[src/rtl/alk_mdseq.sv]
// alk_mdseq: multiply/divide/remainder loop sequencer for the ALK datapath slice
module alk_mdseq #(
  parameter int WIDTH = 32,
  parameter int FAST_BITS = 2,
  parameter int CNT_W = $clog2(WIDTH) + 1
) (
  input  logic             clk_h,
  input  logic             reset_l,
  input  logic [9:0]       alpctl_h,
  input  logic             alu_0xxx_l,
  input  logic             stall_h,
  input  logic             abort_h,
  output logic             busy_h,
  output logic             loop_flag_h,
  output logic             last_step_h,
  output logic             fix_h,
  output logic             shl_op_h,
  output logic             shr_op_h,
  output logic             fast_h,
  output logic             neg_h,
  output logic             mul_l,
  output logic             div_l,
  output logic             divdbl_l,
  output logic             rem_l,
  output logic             done_h,
  output logic [CNT_W-1:0] count_h
);
  typedef enum logic [1:0] {IDLE, LOOP, FIX} state_t;
  localparam logic [CNT_W-1:0] CNT_FAST = CNT_W'(WIDTH / FAST_BITS - 1);
  localparam logic [CNT_W-1:0] CNT_SLOW = CNT_W'(WIDTH - 1);
  state_t state, state_nx;
  logic [CNT_W-1:0] count, count_nx;
  logic [3:0] op_l, op_l_nx;
  logic fast_nx, neg_nx, done_nx;
  logic pre, d_mul, d_div, d_divd, d_rem, d_fast, unused;
  assign unused = alpctl_h[5];
  assign pre = alpctl_h[9:6] == 4'b1001 && alpctl_h[3] && alu_0xxx_l;
  assign d_mul = pre && alpctl_h[1:0] == 2'b01;
  assign d_div = pre && alpctl_h[2:0] == 3'b110;
  assign d_divd = pre && alpctl_h[2:0] == 3'b111;
  assign d_rem = pre && alpctl_h[2:0] == 3'b010 && !alpctl_h[4];
  assign d_fast = !alpctl_h[1] && (d_mul || d_div);
  assign {mul_l, div_l, divdbl_l, rem_l} = op_l;
  assign busy_h = state != IDLE;
  assign loop_flag_h = state == LOOP && count != '0;
  assign last_step_h = state == LOOP && count == '0;
  assign fix_h = state == FIX;
  assign shl_op_h = state == LOOP && (!div_l || !divdbl_l);
  assign shr_op_h = state == LOOP && !mul_l;
  assign count_h = count;
  always_comb begin
    state_nx = state;
    count_nx = count;
    op_l_nx = op_l;
    fast_nx = fast_h;
    neg_nx = neg_h;
    done_nx = 1'b0;
    if (stall_h) begin
      state_nx = state;
    end else if (abort_h) begin
      state_nx = IDLE;
      count_nx = '0;
    end else begin
      case (state)
        IDLE: if (d_mul || d_div || d_divd || d_rem) begin
          op_l_nx = ~{d_mul, d_div, d_divd, d_rem};
          fast_nx = d_fast;
          neg_nx = alpctl_h[4];
          state_nx = d_rem ? FIX : LOOP;
          count_nx = d_rem ? count : (d_fast ? CNT_FAST : CNT_SLOW);
        end
        LOOP: if (count == '0) begin
          state_nx = !mul_l ? IDLE : FIX;
          done_nx = !mul_l;
        end else begin
          count_nx = count - 1'b1;
        end
        FIX: begin
          state_nx = IDLE;
          done_nx = 1'b1;
        end
        default: state_nx = IDLE;
      endcase
    end
  end
  always_ff @(posedge clk_h) begin
    if (!reset_l) begin
      state <= IDLE;
      count <= '0;
      op_l <= '1;
      fast_h <= 1'b0;
      neg_h <= 1'b0;
      done_h <= 1'b0;
    end else begin
      state <= state_nx;
      count <= count_nx;
      op_l <= op_l_nx;
      fast_h <= fast_nx;
      neg_h <= neg_nx;
      done_h <= done_nx;
    end
  end
endmodule

[config.mk]
export PLATFORM = sky130hd
export DESIGN_NAME = alk_mdseq
export DESIGN_NICKNAME = d
export VERILOG_FILES = /design/src/rtl/alk_mdseq.sv
export SDC_FILE = /design/constraint.sdc
export NUM_CORES = 1
export LEC_CHECK = 0
export BUFFER_PORTS_ARGS = -buffer_cell sky130_fd_sc_hd__clkbuf_2
export CAP_MARGIN = 10
export CORE_AREA = 2 2 59 61
export DETAILED_ROUTE_END_ITERATION = 16
export DIE_AREA = 0 0 61 63
export SYNTH_ARGS = -nofsm -noshare
export SYNTH_HDL_FRONTEND = slang
export SYNTH_SLANG_ARGS = --single-unit
[constraint.sdc]
create_clock -name clk_h -period 4.48 [get_ports clk_h]
set_clock_uncertainty 0.2 [all_clocks]
set_input_delay 0.896 -clock clk_h [delete_from_list [all_inputs] [get_ports clk_h]]
set_output_delay 0.896 -clock clk_h [all_outputs]
set_load 0.03 [all_outputs]
# After elaboration in Yosys (flattened, before gate mapping)
# Index checks and enable logic that the tools add are counted.
[word_totals]
register_bits = 15
inputBits = 15
out_inout_bits = 19
word_cells = 66
[op_classes]
addsub = 1
n_eq_ne = 11
mux = 14
bitwise = 4
reduce_logical = 30
[ops]
columns = ["cell", "n"]
rows = [
  ["6-bit 2-to-1 mux", 4],
  ["1-bit logical AND", 12],
  ["6-bit one-hot mux with 2 select lines", 1],
  ["2-bit 2-to-1 mux", 5],
  ["3-bit inequality test (second input constant)", 3],
  ["3-bit == test (second input constant)", 2],
  ["6-bit logical NOT", 1],
  ["6-bit nonzero test", 1],
  ["6-bit by 1-bit subtractor with 6-bit output (second input constant)", 1],
  ["1-bit logical NOT", 5],
  ["5-bit 2-to-1 mux", 1],
  ["5-bit AND reduction", 1],
  ["2-bit by 1-bit == test with 1-bit output (second input constant)", 2],
  ["4-bit == test (second input constant)", 1],
  ["1-bit logical OR", 4],
  ["4-bit NOT", 1],
  ["2-bit one-hot mux with 2 select lines", 1],
  ["4-bit AND reduction", 1],
  ["3-bit by 2-bit == test with 1-bit output (second input constant)", 1],
  ["3-bit by 2-bit inequality test with 1-bit output (second input constant)", 1],
  ["1-bit NOT", 3],
  ["3-bit AND reduction", 1],
  ["3-bit nonzero test", 1],
  ["3-bit OR reduction", 1],
  ["5 further kinds", 5],
]

# Logic depth before layout (Yosys ltp)
[depth]
word_depth = 11
mapped_depth = 7
mapped_depth_nobuf = 7

# Worst setup path before layout
# No wires, ideal clock.
[synth_timing]
path_kind = "register -> output"
startpoint = "reg count[0] (netlist: count_h[0])"
endpoint = "out loop_flag_h"
arrival_time_ns = 1.700
required_time_ns = 3.384
setup_slack_ns = 1.684
stages_incl_launch_ff = 4
path_buffers = 0
path_cell_list = "dfxtp_1 -> inv_1 -> ha_1 -> a21boi_0"
[synth_via]
elab_chain_len = 2
[synth_rtl]
columns = ["item", "line_no", "rtl"]
rows = [
  ["start: declaration", "32", "logic [CNT_W-1:0] count, count_nx;"],
  ["start signal: assignment", "96", "count <= count_nx;"],
  ["6-bit nonzero test", "45", "assign loop_flag_h = state == LOOP && count != '0;"],
  ["1-bit logical AND", "45", ""],
  ["end: declaration", "14", "output logic loop_flag_h,"],
]
# Every way passes these cells.

# Final worst setup path
[layout_timing]
startpoint = "reg count[2] (netlist: count_h[2])"
endpoint = "out loop_flag_h"
# Same word-level chain as after synthesis.

==> impl_metrics.yaml <==
timing:
  period_share_pct: 66.15
  finalSetupTns_ps: 0
  fmax_ghz: 0.3374
  slew_violations: 0
  finalHoldViolations: 0
  slew_headroom_pct: 53.15
  worst_slew_pin_slew_ps: 696.4
  setup_viol: 0
  rsz0062_at_grt: "no"
  fin_crit_ps: 2964
global_route:
  grt_use_total_pct: 12.63
  grt_pass1_wl_mm: 3.746
  grt-ovfl-total: 0
  grt_max_degree: 15
  grt_pass1_vias: 846
  antenna_found_initial: 0
pwr:
  power_density_mw_per_mm2: 255.4
  leakagePower_nw: 0.5384
  ir_worst_vdd_mv: 0.1709
route:
  drc: 0
  wirelength_mm: 2.240
  routedWlPerCell_um: 12.17
  first_pass_iters: 4
  vias: 879
  antenna_left: 0
  drt_iter0_markers: 17
  via_per_inst: 4.777
setup_path:
  end_kind: "output port"
  reg2reg_to: "state[1]"
  critical_path.cell_chain: "nor4_1 -> a21boi_0 -> clkbuf_2"
  crit_path_max_incr_delay_ps: 650
  r2r_start: "count_h[2]"
  path_class: "register to output port"
  crit_required_ps: 3380
  crit_slowest_cell: "nor4_1"
  start_kind: "register"
  worstPathArrival_ps: 1870
  rrSetupSlack_ps: 2190
  reg2reg_depth: 5
  crit_path_max_fanout: 8
die:
  fp-row-count: 21
  ios: 34
  die_area_mm2: 0.003843
  initial_core_util_pct: 28.38
  die_h_um: 63
  coreArea_mm2: 0.003232
  die_w_um: 61
final_layout:
  finalInstanceArea_mm2: 0.001142
  area_growth_pct: 24.56
  num_antenna_cells: 0
  drive_gt1_share_pct: 28.99
  nets: 158
yosys:
  synthSimpleGateAreaFrac_pct: 24.83
  synth.cell_area_um2: 917.1
  yosysWarnings: 0
  synth_ff_type: "dfxtp_1"
  synthCells: 105
  synth-edff-count: 0
  ys_seq_elements: 15
  synth_adder_area_share_pct: 5.457
  synth.avg_cell_area_um2: 8.735
  synthMuxAreaShare_pct: 7.640
  mappedNetlistNets: 124
  ys_seq_area_share_pct: 32.74
  synth_compound_area_share_pct: 23.33
  synthDistinctLibCells: 43
  yosys.area_share.xor_xnor_pct: 0.9550
  async_reset_ff_share_pct: 0
  synth_top_family_by_area: "simple AND/OR/NAND/NOR gates"
run_status:
  outcome: "completed"
run:
  drv_cap: 0
worst_hold_path:
  hp-start: "op_l[0]"
  min_path_cells: 2
  min_to: "op_l[0]"
  min-delay-path-class: "register to register"
clock_tree:
  postCtsHoldBufs: 0
  clkLatencyLatePin_ps: 280
  clockRootBuffer: "clkbuf_4"
  cts_tree: "yes"
  path_clk_slew_ps: 90
  cts_resized: 0
  numCtsBuffers: 3
  cts_setup_buffers: 0
  htreeDepth: 1
  cts.path.max_buffers: 2
  clock-sinks: 15
placed_design:
  gp_congestion: 0.8017
  dp_hpwl_mm: 1.764
  io_buffers: 32
  placed_cell_area_mm2: 0.001115
-- per-stage QoR --
step / utilization [%] / power, mW / cells / hold slack (ps) / setup slack (ps)
after floorplan: - / 0.1954 / 105 / 289.7 / 1684
after global placement: 34.49 / 0.2159 / 180 / 260.2 / 1625
after detailed placement: 34.49 / 0.2166 / 180 / 265.9 / 1595
after CTS: 35.35 / 0.2980 / 184 / 293.4 / 1498
after global routing: 35.35 / 0.3118 / 184 / 334.3 / 1293
final: 35.35 / 0.2917 / 184 / 284.8 / 1516
-- layer usage --
layer / GRT usage, % / share of wire [%] / vias to the layer above
met1: 16.58 / 46 / 397
li1: - / - / 457
met4: 2.446 / 0.76 / 0
met3: 4.555 / 5.9 / 2
met2: 19.76 / 47 / 23
met5: 0 / 0 / -
-- cells by family (layout without fill, tap and decap cells) --
kind of cell,Yosys count,after routing
xor+xnor,1,1
flops,15,15
compound gates,28,28
buf+inv,10,43
mux,7,7
fa+ha+maj,4,4
simple gates,40,40
-- area by class of cell --
type | instances | area (µm²)
clock buffer | 3 | 22.52
clock inverter | 1 | 5.005
fill | 335 | 2090
inverter | 7 | 26.28
multi-input combinational | 80 | 570.5
sequential | 15 | 300.3
tap | 46 | 57.56
timing repair buffer | 32 | 160.2
-- worst max-delay path, delay by kind of cell, from the launching register on --
family                 cells  cell delay (ps)
AND/OR/NAND/NOR            1              650
buffers and inverters      1              250
AO/OA/AOI/OAI              1              300
flip-flops                 1              380
-- registers in the layout (all words and copies together), names as in the netlist --
signal,cells
done_h,1
fast_h,1
op_l,4
neg_h,1
count_h,6
state,2
-- Yosys cell counts (2+ instances only) --
library cell	instances	area, µm²
a21boi_0	2	15.01
a21o_1	3	22.52
a311oi_1	2	17.52
a31o_2	2	17.52
a31oi_1	2	12.51
and2_1	2	12.51
buf_4	2	15.01
dfxtp_1	15	300.3
ha_1	4	50.05
inv_1	7	26.28
mux2i_1	7	70.07
nand2_1	8	30.03
nand3_1	3	15.01
nor2_1	7	26.28
nor2b_1	2	12.51
nor3_1	2	10.01
nor4_1	2	12.51
o21a_1	2	15.01
o21ai_0	4	20.02
o21ai_1	2	10.01
or2b_1	3	22.52
-- placed cells by master, fill, tap and decap left out, types with 2 or more instances in the layout --
cell type   n
clkbuf_2   32
dfxtp_1    15
nand2_1     8
inv_1       7
mux2i_1     7
nor2_1      7
o21ai_0     4
ha_1        4
or2b_1      3
nand3_1     3
a21o_1      3
clkbuf_4    3
nor4_1      2
a21boi_0    2
nor2b_1     2
a31oi_1     2
and2_1      2
a31o_2      2
o21ai_1     2
nor3_1      2
o21a_1      2
a311oi_1    2
-- power by group --
part	internal [mW]	switching (mW)
combinational	0.0280	0.0429
clock	0.0332	0.0451
sequential	0.137	0.00515
-- worst max path at each step --
stage	startpoint	end
after floorplan	count_h[0]	loop_flag_h
after global placement	alpctl_h[0]	count_h[5]
after detailed placement	alpctl_h[0]	count_h[5]
after CTS	count_h[2]	loop_flag_h
after global routing	count_h[2]	loop_flag_h
final	count_h[2]	loop_flag_h
Note: power is estimated with default switching activity, not from simulation.
